<file path="src/rtl/ppg_afe_pkg.sv">
`default_nettype none
// +----------------------------------------------------------------------+
// | ppg_afe_pkg : shared types, helpers and default thresholds for the   |
// |               PPG AFE calibrator.             Revision: 1.0          |
// +----------------------------------------------------------------------+
package ppg_afe_pkg;

  typedef enum logic [3:0] {
    ST_IDLE     = 4'd0,
    ST_SETTLE   = 4'd1,
    ST_DC_ACC   = 4'd2,
    ST_DC_EVAL  = 4'd3,
    ST_PGA_ACC  = 4'd4,
    ST_PGA_EVAL = 4'd5,
    ST_NEXT_CH  = 4'd6,
    ST_OPERATE  = 4'd7
  } cal_state_e;

  localparam int unsigned DEF_DC_LO   = 120;
  localparam int unsigned DEF_DC_HI   = 130;
  localparam int unsigned DEF_CLIP_LO = 10;
  localparam int unsigned DEF_CLIP_HI = 245;

  // Index width for n items, never less than one bit.
  function automatic int unsigned idx_w(input int unsigned n);
    int unsigned w = 1;
    while ((32'd1 << w) < n) w = w + 1;
    return w;
  endfunction

endpackage
`default_nettype wire

</file>
<file path="src/rtl/ppg_win_stats.sv">
`default_nettype none
// +----------------------------------------------------------------------+
// | ppg_win_stats : windowed sum / min / max over a programmable count.  |
// |                                               Revision: 1.0          |
// +----------------------------------------------------------------------+
module ppg_win_stats #(
  parameter int unsigned DATA_W = 8,
  parameter int unsigned SUM_W  = 13,
  parameter int unsigned CNT_W  = 6
) (
  input  logic              clk,
  input  logic              rst_n,
  input  logic              clr,
  input  logic              en,
  input  logic [CNT_W-1:0]  win_len,
  input  logic [DATA_W-1:0] sample,
  output logic [SUM_W-1:0]  sum,
  output logic [DATA_W-1:0] min_val,
  output logic [DATA_W-1:0] max_val,
  output logic              last
);

  logic [SUM_W-1:0]  sum_q, sum_d;
  logic [DATA_W-1:0] min_q, min_d;
  logic [DATA_W-1:0] max_q, max_d;
  logic [CNT_W-1:0]  cnt_q, cnt_d;

  always_comb begin
    sum_d = sum_q;
    min_d = min_q;
    max_d = max_q;
    cnt_d = cnt_q;
    if (clr) begin
      sum_d = '0;
      min_d = '1;
      max_d = '0;
      cnt_d = '0;
    end else if (en) begin
      sum_d = sum_q + SUM_W'(sample);
      if (sample < min_q) min_d = sample;
      if (sample > max_q) max_d = sample;
      cnt_d = cnt_q + CNT_W'(1);
    end
  end

  always_ff @(posedge clk or negedge rst_n) begin
    if (!rst_n) begin
      sum_q <= '0;
      min_q <= '1;
      max_q <= '0;
      cnt_q <= '0;
    end else begin
      sum_q <= sum_d;
      min_q <= min_d;
      max_q <= max_d;
      cnt_q <= cnt_d;
    end
  end

  assign sum     = sum_q;
  assign min_val = min_q;
  assign max_val = max_q;
  assign last    = en && (cnt_q == (win_len - CNT_W'(1)));

endmodule
`default_nettype wire

</file>
<file path="src/rtl/ppg_afe_calibrator.sv">
`default_nettype none
// +----------------------------------------------------------------------+
// | ppg_afe_calibrator : per-channel DC/PGA calibration of a multiplexed |
// |                      LED PPG front end, then round-robin sampling.   |
// |                                               Revision: 1.0          |
// +----------------------------------------------------------------------+
module ppg_afe_calibrator
  import ppg_afe_pkg::*;
#(
  parameter int unsigned NUM_CH   = 2,
  parameter int unsigned ADC_W    = 8,
  parameter int unsigned DC_W     = 7,
  parameter int unsigned PGA_W    = 4,
  parameter int unsigned AVG_LOG2 = 5,
  parameter int unsigned SETTLE   = 4,
  parameter int unsigned PGA_WIN  = 16,
  parameter int unsigned DC_LO    = DEF_DC_LO,
  parameter int unsigned DC_HI    = DEF_DC_HI,
  parameter int unsigned CLIP_LO  = DEF_CLIP_LO,
  parameter int unsigned CLIP_HI  = DEF_CLIP_HI,
  parameter int unsigned SLOT_CYC = 10,
  parameter int unsigned LED_CUR  = 10
) (
  input  logic                         CLK,
  input  logic                         rst_n,
  input  logic [ADC_W-1:0]             ADC,
  input  logic                         Find_setting,
  output logic [3:0]                   LED_DRIVE,
  output logic [NUM_CH-1:0]            LED_EN,
  output logic [DC_W-1:0]              DC_Comp,
  output logic [PGA_W-1:0]             PGA_Gain,
  output logic                         CLK_Filter,
  output logic [ADC_W-1:0]             Sample_Value,
  output logic [idx_w(NUM_CH)-1:0]     Sample_Ch,
  output logic                         Sample_Valid,
  output logic                         Cal_Busy,
  output logic                         Cal_Done,
  output logic [NUM_CH-1:0]            Cal_Error
);

  localparam int unsigned CH_W    = idx_w(NUM_CH);
  localparam int unsigned DC_WIN  = 1 << AVG_LOG2;
  localparam int unsigned WIN_MAX = (DC_WIN > PGA_WIN) ? DC_WIN : PGA_WIN;
  localparam int unsigned CNT_W   = idx_w(WIN_MAX + 1);
  localparam int unsigned SUM_W   = ADC_W + AVG_LOG2;
  localparam int unsigned SC_MAX  = (SETTLE > SLOT_CYC) ? SETTLE : SLOT_CYC;
  localparam int unsigned SC_W    = idx_w(SC_MAX + 1);

  localparam logic [DC_W-1:0]  DC_MID  = DC_W'(1 << (DC_W - 1));
  localparam logic [DC_W-1:0]  DC_MAX  = {DC_W{1'b1}};
  localparam logic [PGA_W-1:0] PGA_MAX = {PGA_W{1'b1}};
  localparam logic [CH_W-1:0]  LAST_CH = CH_W'(NUM_CH - 1);

  cal_state_e state_q, state_d;

  logic              phase_q, phase_d;   // 0: DC search, 1: PGA search
  logic [CH_W-1:0]   ch_q, ch_d;
  logic [CH_W-1:0]   slot_q, slot_d;
  logic [SC_W-1:0]   cnt_q, cnt_d;
  logic [DC_W-1:0]   dc_q, dc_d;
  logic [PGA_W-1:0]  pga_q, pga_d;
  logic [NUM_CH-1:0] err_q, err_d;
  logic [DC_W-1:0]   dc_mem_q  [NUM_CH];
  logic [DC_W-1:0]   dc_mem_d  [NUM_CH];
  logic [PGA_W-1:0]  pga_mem_q [NUM_CH];
  logic [PGA_W-1:0]  pga_mem_d [NUM_CH];
  logic [ADC_W-1:0]  smp_val_q, smp_val_d;
  logic [CH_W-1:0]   smp_ch_q, smp_ch_d;
  logic              smp_vld_q, smp_vld_d;
  logic              clkf_q;

  logic              stats_clr, stats_en, win_last;
  logic [CNT_W-1:0]  win_len;
  logic [SUM_W-1:0]  win_sum;
  logic [ADC_W-1:0]  win_min, win_max;
  logic [ADC_W-1:0]  dc_avg;
  logic              settle_last, slot_last, clipped, dc_done;
  logic [CH_W-1:0]   slot_nxt;

  assign win_len     = (state_q == ST_PGA_ACC) ? CNT_W'(PGA_WIN) : CNT_W'(DC_WIN);
  assign dc_avg      = ADC_W'(win_sum >> AVG_LOG2);
  assign settle_last = (cnt_q == SC_W'(SETTLE - 1));
  assign slot_last   = (cnt_q == SC_W'(SLOT_CYC - 1));
  assign clipped     = (win_min <= ADC_W'(CLIP_LO)) || (win_max >= ADC_W'(CLIP_HI));

  ppg_win_stats #(
    .DATA_W (ADC_W),
    .SUM_W  (SUM_W),
    .CNT_W  (CNT_W)
  ) u_stats (
    .clk     (CLK),
    .rst_n   (rst_n),
    .clr     (stats_clr),
    .en      (stats_en),
    .win_len (win_len),
    .sample  (ADC),
    .sum     (win_sum),
    .min_val (win_min),
    .max_val (win_max),
    .last    (win_last)
  );

  always_ff @(posedge CLK or negedge rst_n) begin
    if (!rst_n) state_q <= ST_IDLE;
    else        state_q <= state_d;
  end

  always_comb begin
    state_d = state_q;
    if (Find_setting) begin
      state_d = ST_SETTLE;
    end else begin
      case (state_q)
        ST_IDLE:     state_d = ST_IDLE;
        ST_SETTLE:   if (settle_last) state_d = phase_q ? ST_PGA_ACC : ST_DC_ACC;
        ST_DC_ACC:   if (win_last) state_d = ST_DC_EVAL;
        ST_DC_EVAL:  state_d = ST_SETTLE;
        ST_PGA_ACC:  if (win_last) state_d = ST_PGA_EVAL;
        ST_PGA_EVAL: state_d = (clipped || (pga_q == PGA_MAX)) ? ST_NEXT_CH : ST_SETTLE;
        ST_NEXT_CH:  state_d = (ch_q == LAST_CH) ? ST_OPERATE : ST_SETTLE;
        ST_OPERATE:  state_d = ST_OPERATE;
        default:     state_d = ST_IDLE;
      endcase
    end
  end

  always_comb begin
    LED_EN    = '0;
    Cal_Busy  = 1'b0;
    Cal_Done  = 1'b0;
    stats_clr = 1'b0;
    stats_en  = 1'b0;
    case (state_q)
      ST_IDLE: ;
      ST_OPERATE: begin
        LED_EN   = NUM_CH'(1) << slot_q;
        Cal_Done = 1'b1;
      end
      default: begin
        LED_EN    = NUM_CH'(1) << ch_q;
        Cal_Busy  = 1'b1;
        stats_clr = (state_q == ST_SETTLE);
        stats_en  = (state_q == ST_DC_ACC) || (state_q == ST_PGA_ACC);
      end
    endcase
  end

  always_comb begin
    phase_d   = phase_q;
    ch_d      = ch_q;
    slot_d    = slot_q;
    cnt_d     = cnt_q;
    dc_d      = dc_q;
    pga_d     = pga_q;
    err_d     = err_q;
    dc_mem_d  = dc_mem_q;
    pga_mem_d = pga_mem_q;
    smp_val_d = smp_val_q;
    smp_ch_d  = smp_ch_q;
    smp_vld_d = 1'b0;
    dc_done   = 1'b0;
    slot_nxt  = (slot_q == LAST_CH) ? '0 : slot_q + CH_W'(1);

    if (Find_setting) begin
      phase_d = 1'b0;
      ch_d    = '0;
      cnt_d   = '0;
      dc_d    = DC_MID;
      pga_d   = '0;
      err_d   = '0;
    end else begin
      case (state_q)
        ST_SETTLE: cnt_d = settle_last ? '0 : cnt_q + SC_W'(1);
        ST_DC_EVAL: begin
          // A step beyond either end of the DAC range ends the search with an error flag.
          if (dc_avg < ADC_W'(DC_LO)) begin
            if (dc_q == '0) begin
              err_d[ch_q] = 1'b1;
              dc_done     = 1'b1;
            end else begin
              dc_d = dc_q - DC_W'(1);
            end
          end else if (dc_avg > ADC_W'(DC_HI)) begin
            if (dc_q == DC_MAX) begin
              err_d[ch_q] = 1'b1;
              dc_done     = 1'b1;
            end else begin
              dc_d = dc_q + DC_W'(1);
            end
          end else begin
            dc_done = 1'b1;
          end
          if (dc_done) begin
            dc_mem_d[ch_q] = dc_q;
            pga_d          = '0;
            phase_d        = 1'b1;
          end
        end
        ST_PGA_EVAL: begin
          if (clipped) begin
            pga_mem_d[ch_q] = (pga_q == '0) ? '0 : pga_q - PGA_W'(1);
          end else if (pga_q == PGA_MAX) begin
            pga_mem_d[ch_q] = pga_q;
          end else begin
            pga_d = pga_q + PGA_W'(1);
          end
        end
        ST_NEXT_CH: begin
          cnt_d = '0;
          if (ch_q == LAST_CH) begin
            slot_d = '0;
            dc_d   = dc_mem_q[0];
            pga_d  = pga_mem_q[0];
          end else begin
            // Each channel starts its DC search from mid-scale at unity gain.
            ch_d    = ch_q + CH_W'(1);
            phase_d = 1'b0;
            dc_d    = DC_MID;
            pga_d   = '0;
          end
        end
        ST_OPERATE: begin
          if (slot_last) begin
            cnt_d     = '0;
            smp_val_d = ADC;
            smp_ch_d  = slot_q;
            smp_vld_d = 1'b1;
            slot_d    = slot_nxt;
            dc_d      = dc_mem_q[slot_nxt];
            pga_d     = pga_mem_q[slot_nxt];
          end else begin
            cnt_d = cnt_q + SC_W'(1);
          end
        end
        default: ;
      endcase
    end
  end

  always_ff @(posedge CLK or negedge rst_n) begin
    if (!rst_n) begin
      phase_q   <= 1'b0;
      ch_q      <= '0;
      slot_q    <= '0;
      cnt_q     <= '0;
      dc_q      <= '0;
      pga_q     <= '0;
      err_q     <= '0;
      dc_mem_q  <= '{default: '0};
      pga_mem_q <= '{default: '0};
      smp_val_q <= '0;
      smp_ch_q  <= '0;
      smp_vld_q <= 1'b0;
      clkf_q    <= 1'b0;
    end else begin
      phase_q   <= phase_d;
      ch_q      <= ch_d;
      slot_q    <= slot_d;
      cnt_q     <= cnt_d;
      dc_q      <= dc_d;
      pga_q     <= pga_d;
      err_q     <= err_d;
      dc_mem_q  <= dc_mem_d;
      pga_mem_q <= pga_mem_d;
      smp_val_q <= smp_val_d;
      smp_ch_q  <= smp_ch_d;
      smp_vld_q <= smp_vld_d;
      clkf_q    <= ~clkf_q;
    end
  end

  assign LED_DRIVE    = 4'(LED_CUR);
  assign DC_Comp      = dc_q;
  assign PGA_Gain     = pga_q;
  assign CLK_Filter   = clkf_q;
  assign Sample_Value = smp_val_q;
  assign Sample_Ch    = smp_ch_q;
  assign Sample_Valid = smp_vld_q;
  assign Cal_Error    = err_q;

endmodule
`default_nettype wire
</file>
<file path="config.mk">
export PLATFORM = sky130hd
export DESIGN_NAME = ppg_afe_calibrator
export DESIGN_NICKNAME = d
export VERILOG_FILES = /design/src/rtl/ppg_afe_pkg.sv /design/src/rtl/ppg_win_stats.sv /design/src/rtl/ppg_afe_calibrator.sv
export SDC_FILE = /design/constraint.sdc
export NUM_CORES = 1
export LEC_CHECK = 0
export ABC_AREA = 1
export BUFFER_PORTS_ARGS = -buffer_cell sky130_fd_sc_hd__buf_2
export CELL_PAD_IN_SITES_DETAIL_PLACEMENT = 1
export CELL_PAD_IN_SITES_GLOBAL_PLACEMENT = 1
export CORE_MARGIN = 2
export CORE_UTILIZATION = 50
export CTS_BUF_LIST = sky130_fd_sc_hd__clkbuf_8
export CTS_CLUSTER_SIZE = 28
export DETAILED_ROUTE_END_ITERATION = 8
export HOLD_SLACK_MARGIN = 0.08
export PLACE_DENSITY_LB_ADDON = 0.1
export SYNTH_ARGS = -nofsm -noshare
export SYNTH_HDL_FRONTEND = slang
export SYNTH_SLANG_ARGS = --single-unit
</file>
<file path="constraint.sdc">
create_clock -name CLK -period 5.5 [get_ports CLK]
set_input_delay 1.1 -clock CLK [delete_from_list [all_inputs] [get_ports CLK]]
set_output_delay 1.1 -clock CLK [all_outputs]
set_load 0.01 [all_outputs]
</file>
==> flow_summary_export.csv, run 1 <==
group,metric,value,unit
run_status,status,"complete, no violations",
synth,synth_area_leader_cell,"dfrtp_1",
synth,yosysUniqueCellTypes,41,
drt,avgViaCountPerCell,5.53,
synth,ys.flop_type,"dfrtp_1",
sta,fmax,0.309,GHz
cts,post_cts_buffers,0,
global_routing,overflow,0,
worst_hold_path,whs_path_depth,1,
cts,cts_sinks,91,
finish,fin_area,6410,sq um
sta,rsz0062_at_grt,"false",
floorplan,pin_count,43,
sta,hold_violations,0,
cts,holdBufCountCts,0,
placement,hpwl,12.5,mm
floorplan,start_util,0.518,
floorplan,die_y,113,microns
cts,post_cts_resized,0,
drt,wl_per_cell,16.7,microns
finish,final_nets,880,
synth,synth_most_common_cell,"nand2_1",
sta,finalSetupViolations,0,
finish,diodes,0,
global_routing,grt_pass1_vias,5748,
setup_path,r2r-end,"u_stats.min_val[1]",
drt,drcViolationCount,0,
global_routing,grt_first_pass_wirelength,27.6,mm
global_routing,grt_max_degree,58,
power,p_per_area,425,nW/um^2
placement,placed_cell_area,6230,sq um
sta,min_period,3.23,ns
floorplan,core-area,11600,sq um
finish,drive_gt1_frac,0.143,
setup_path,cp.arrival,2.13,ns
cts,clkLatencyLatePin,0.39,ns
setup_path,rrSetupSlack,3.21,ns
global_routing,track_usage,0.269,
synth,synth_edf_count,0,
placement,place_ws,2.65,ns
synth,syn_area,5990,sq um
cts,tritoncts,"built",
setup_path,endpoint_kind,"output port",
synth,synth-async-reset-ratio,1.00,
sta,layout_setup_ws,2.27,ns
cts,cts_max_level,3,
cts,clock_path_buffers,2,
floorplan,num_rows,39,
synth,yosysSeqAreaShare,0.382,
finish,synthToLayoutAreaGrowth,6.91,%
synth,ys_ff_latch,91,
worst_hold_path,hp-class,"reg -> reg",
placement,portBuffers,38,
sta,tns,0,ns
setup_path,worst-path-max-fanout,17,
synth,synth_area_leaders,"dfrtp_1, nand2_1, ha_1",
power,p_leak,3.44,nW
sta,timing.final.crit_share,0.588,
setup_path,rr_worst_depth,10,
synth,yosys-top-cells-count,"nand2_1, inv_1, dfrtp_1",
cts,cts_buffers,9,
worst_hold_path,min_to,"CLK_Filter",
synth,yosysWarnings,0,
drt,firstDrtPassIters,4,
power,vdd_drop_max,0.210,mV
cts,cts-root-buf,"clkbuf_8",
drt,drt_iter0_markers,221,
sta,max_slew_margin,0.486,
sta,tightest_slew,0.772,ns
floorplan,die-area,12900,sq um
placement,gp_congestion,0.948,
flow_run,maxCapViolCount,0,
sta,slew_viol_final,0,
setup_path,crit_path_start,"state_q[2]",
sta,clock_skew,0.0113,ns
synth,avgSynthCellArea,7.45,sq um
drt,vias,5427,
synth,synth_top_area_share,0.346,
synth,synthCells,805,
sta,holdWs,0.434,ns
setup_path,worstSetupPathType,"reg -> out",
drt,ant_nets,0,
floorplan,die-width,113,microns
setup_path,r2r-start,"state_q[0]",
setup_path,start_kind,"register",
cts,clk_pin_slew,0.09,ns
worst_hold_path,hp-start,"CLK_Filter",
global_routing,antenna_found_initial,0,
setup_path,worstPathRequired,4.40,ns
drt,wl,16.4,mm
[state kept, by name, summed over array words and instances, names as in the netlist, 3 cells and up]
signal           count
u_stats.cnt_q        6
PGA_Gain             4
Sample_Value         8
cnt_q                4
pga_mem_q            8
state_q              3
dc_mem_q            14
u_stats.max_val      8
u_stats.sum         13
DC_Comp              7
u_stats.min_val      8
[cell families after synthesis]
| kind of cell | synth area share |
|---|---|
| adders and majority gates | 0.0756 |
| xor gates and xnor gates | 0.00731 |
| and+or+nand+nor | 0.319 |
| other | 0.00125 |
| buffers and inverters | 0.0889 |
| AOI/OAI and AO/OA | 0.127 |
| DFF | 0.382 |
[worst max-delay path: stages (launching register included)]
cell and delay (ns):
dfrtp_1 0.68, nand2_4 0.27, nor2_4 0.32, nand2_1 0.08, o21ai_0 0.11, inv_1 0.07
nor2_1 0.08, buf_2 0.14
[how the worst max path moves through the flow]
stage                 endpoint  slack, ns
2_1_floorplan   u_stats.sum[8]       3.00
3_3_place_gp   u_stats.sum[12]       2.75
6_report             LED_EN[0]       2.27
4_1_cts              LED_EN[0]       2.26
5_1_grt              LED_EN[0]       2.07
3_5_place_dp   u_stats.sum[10]       2.65
[per-stage QoR]
step           instances   util  power [mW]
4_1_cts              982  0.554        2.74
3_5_place_dp         966  0.539        2.29
6_report             982  0.554        2.72
2_1_floorplan        807      -        1.93
5_1_grt              982  0.554        2.96
3_3_place_gp         966  0.539        2.20
[report_power, final]
group	total (mW)	switching, mW	internal [mW]
clock	0.440	0.254	0.186
combinational	1.29	0.855	0.432
sequential	0.997	0.171	0.826
total	2.72	1.28	1.44
[metal layers]
| metal | up-vias | wire, microns | track usage |
|---|---|---|---|
| li1 | 2653 | - | - |
| met1 | 2692 | 7240 | 0.327 |
| met4 | 0 | 293 | 0.0870 |
| met5 | - | 0 | 0 |
| met3 | 19 | 341 | 0.0308 |
| met2 | 63 | 8510 | 0.498 |
[layout make-up]
cell class                 instances  area [sq um]
fill                            1520          5160
timing repair buffer              40           208
clock buffer                      11           151
tap                              143           179
inverter                          98           373
multi-input combinational        594          3180
sequential                        91          2290
clock inverter                     5          28.8
[layout by cell type (no fill, tap or decap), types with 2 or more instances in the layout]
master	n
nor2_4	5
nand2_4	4
fa_1	2
o21bai_1	2
buf_4	3
nand4_1	13
inv_2	10
xor2_1	3
buf_2	37
nor3_4	5
clkinv_2	2
a31oi_1	4
nor3_1	10
nor2_1	53
o21ai_1	12
ha_1	33
o21ai_2	16
clkbuf_8	11
inv_4	2
dfrtp_1	83
conb_1	4
xnor2_1	2
nand3_4	2
nand3_1	56
a22o_1	3
o21ai_0	59
nand2_1	256
nor2_2	3
dfstp_2	8
nand3_2	3
o22ai_1	3
nand2_2	5
a21oi_1	30
clkinvlp_4	2
inv_1	86
nor2_8	2
No activity file was read; power rests on OpenSTA's default activity.
==> inputs of run 2 (changes only) <==
--- a/config.mk
+++ b/config.mk
@@ -5,12 +5,12 @@
 export SDC_FILE = /design/constraint.sdc
 export NUM_CORES = 1
 export LEC_CHECK = 0
-export ABC_AREA = 1
+export ABC_AREA = 0
 export BUFFER_PORTS_ARGS = -buffer_cell sky130_fd_sc_hd__buf_2
 export CELL_PAD_IN_SITES_DETAIL_PLACEMENT = 1
 export CELL_PAD_IN_SITES_GLOBAL_PLACEMENT = 1
 export CORE_MARGIN = 2
-export CORE_UTILIZATION = 50
+export CORE_UTILIZATION = 44
 export CTS_BUF_LIST = sky130_fd_sc_hd__clkbuf_8
 export CTS_CLUSTER_SIZE = 28
 export DETAILED_ROUTE_END_ITERATION = 8
==> constraint.sdc (replaced) <==
create_clock -name CLK -period 2.7 [get_ports CLK]
set_input_delay 0.54 -clock CLK [delete_from_list [all_inputs] [get_ports CLK]]
set_output_delay 0.54 -clock CLK [all_outputs]
set_load 0.01 [all_outputs]
==> run 2 against run 1 <==
  * First-iteration DRC count down 1.4%
  * Flip-flop and latch count unchanged
  * Sequential power up 73%
  * Critical endpoint is now dc_mem_q[2]
  * Largest cell class unchanged
  * Largest power group unchanged
==> flow_summary_export.csv, run 2 <==
group,metric,value,unit
finish,drive_gt1_frac,0.205,
floorplan,start_util,0.455,
placement,hpwl,10.9,mm
synth,yosysUniqueCellTypes,64,
sta,finalSetupViolations,0,
synth,synthCells,584,
finish,synthToLayoutAreaGrowth,12.7,%
cts,clk_pin_slew,0.09,ns
synth,yosysSeqAreaShare,0.413,
sta,max_slew_margin,0.558,
cts,cts-root-buf,"clkbuf_8",
cts,holdBufCountCts,0,
placement,gp_congestion,0.838,
synth,synth-async-reset-ratio,1.00,
sta,slew_viol_final,0,
setup_path,rrSetupSlack,0.17,ns
global_routing,overflow,0,
floorplan,core-area,12200,sq um
cts,post_cts_buffers,0,
cts,clock_path_buffers,2,
synth,ys.flop_type,"dfrtp_1",
cts,clkLatencyLatePin,0.38,ns
synth,synth_most_common_cell,"dfrtp_1",
global_routing,track_usage,0.239,
flow_run,maxCapViolCount,0,
sta,tightest_slew,0.663,ns
finish,top_register,"dc_mem_q",
global_routing,grt_first_pass_wirelength,24.8,mm
drt,firstDrtPassIters,4,
cts,cts_buffers,9,
placement,portBuffers,38,
floorplan,die-width,116,microns
run_status,status,"complete, no violations",
synth,syn_area,5530,sq um
synth,synth_area_leader_cell,"dfrtp_1",
global_routing,grt_pass1_vias,4772,
floorplan,die-area,13500,sq um
power,vdd_drop_max,0.440,mV
floorplan,num_rows,40,
synth,yosys-top-cells-count,"dfrtp_1, nand2_1, nor2_1",
power,p_per_area,727,nW/um^2
synth,synth_top_area_share,0.375,
synth,avgSynthCellArea,9.47,sq um
drt,avgViaCountPerCell,5.60,
floorplan,die_y,116,microns
sta,clock_skew,0.00736,ns
setup_path,worst-path-max-fanout,7,
setup_path,worstPathRequired,2.96,ns
synth,yosysWarnings,0,
sta,rsz0062_at_grt,"false",
finish,final_cell_mix,"dfrtp_1, nand2_1, nor2_1",
floorplan,pin_count,43,
global_routing,grt_max_degree,50,
drt,ant_nets,0,
synth,ys_ff_latch,91,
cts,cts_sinks,91,
sta,timing.final.crit_share,0.938,
synth,synth_area_leaders,"dfrtp_1, ha_1, mux2_2",
global_routing,antenna_found_initial,0,
sta,hold_violations,0,
setup_path,worstSetupPathType,"reg -> reg",
setup_path,r2r-start,"DC_Comp[4]",
power,p_leak,3.06,nW
setup_path,rr_worst_depth,5,
drt,wl,14.7,mm
drt,drcViolationCount,0,
finish,diodes,0,
sta,fmax,0.395,GHz
worst_hold_path,hp-class,"in -> async",
sta,holdWs,0.190,ns
sta,min_period,2.53,ns
synth,synth_edf_count,0,
drt,wl_per_cell,18.3,microns
drt,vias,4491,
sta,tns,0,ns
drt,drt_iter0_markers,218,
finish,final_common_cell,"dfrtp_1",
setup_path,start_kind,"register",
setup_path,cp.arrival,2.80,ns
setup_path,endpoint_kind,"register",
finish,largest_reg_flops,14,
finish,final_nets,675,
cts,cts_max_level,3,
setup_path,r2r-end,"dc_mem_q[2]",
cts,tritoncts,"built",
==> run 2: worst max path at each step <==
| stage | from | end | slack (ns) | cells after the start |
|---|---|---|---|---|
| 3_5_place_dp | ADC[0] | u_stats.sum[10] | 0.16 | 10 |
| 5_1_grt | DC_Comp[4] | PGA_Gain[3] | 0.03 | 6 |
| 4_1_cts | DC_Comp[4] | PGA_Gain[3] | 0.17 | 6 |
| 2_1_floorplan | DC_Comp[3] | dc_mem_q[0] | 0.30 | 6 |
| 6_report | DC_Comp[4] | dc_mem_q[2] | 0.17 | 5 |
| 3_3_place_gp | ADC[0] | u_stats.sum[10] | 0.25 | 10 |
==> run 2: through the flow <==
step	setup WS, ns	cell area [sq um]	instances	power, mW	util
floorplan	0.300	5540	586	2.89	-
global placement	0.247	6000	786	3.42	0.494
detailed placement	0.160	6000	786	3.50	0.494
CTS	0.169	6230	802	4.57	0.512
global route	0.0329	6230	802	4.86	0.513
finish	0.166	6230	802	4.53	0.513
==> run 2: cells by family (layout without fill, tap and decap cells) <==
family	after synthesis	in the layout	share of synthesized area
flops	91	91	0.413
other cells	2	4	0.00136
mux	50	50	0.103
compound gates	135	135	0.161
buf+inv	61	109	0.0459
xor+xnor	19	19	0.0301
simple gates	191	191	0.164
fa+ha+maj	35	35	0.0819
==> run 2: area by class of cell <==
type / instances / area [sq um]
fill: 1423 / 5930
sequential: 91 / 2290
inverter: 30 / 113
timing repair buffer: 63 / 393
tap: 168 / 210
clock buffer: 11 / 151
multi-input combinational: 434 / 3010
clock inverter: 5 / 75.1
==> run 2: worst max-delay path, cell delays in order, from the launching register on <==
cell	delay, ns
dfrtp_1	0.46
or4_1	0.57
o41ai_2	0.35
nand2b_2	0.16
or4_4	0.54
mux2_4	0.33
==> run 2: where the power goes <==
group          internal [mW]  leakage (nW)  total [mW]  switching (mW)
Combinational          0.721          1.73        1.75            1.03
Clock                  0.568         0.119        1.07           0.499
Sequential              1.53          1.21        1.72           0.183
Total                   2.82          3.06        4.53            1.71
==> run 2: per-layer routing <==
metal	vias to the layer above	track usage	wire length [microns]
li1	2152	-	-
met1	2259	0.337	7040
met2	66	0.388	6960
met3	14	0.0296	481
met4	0	0.0738	225
met5	-	0	0
==> run 2: timing repair <==
action | CTS | global route
endpoints found under the setup margin | 0 | 1
resized for setup | 0 | 1
endpoints found under the hold margin | 0 | 0
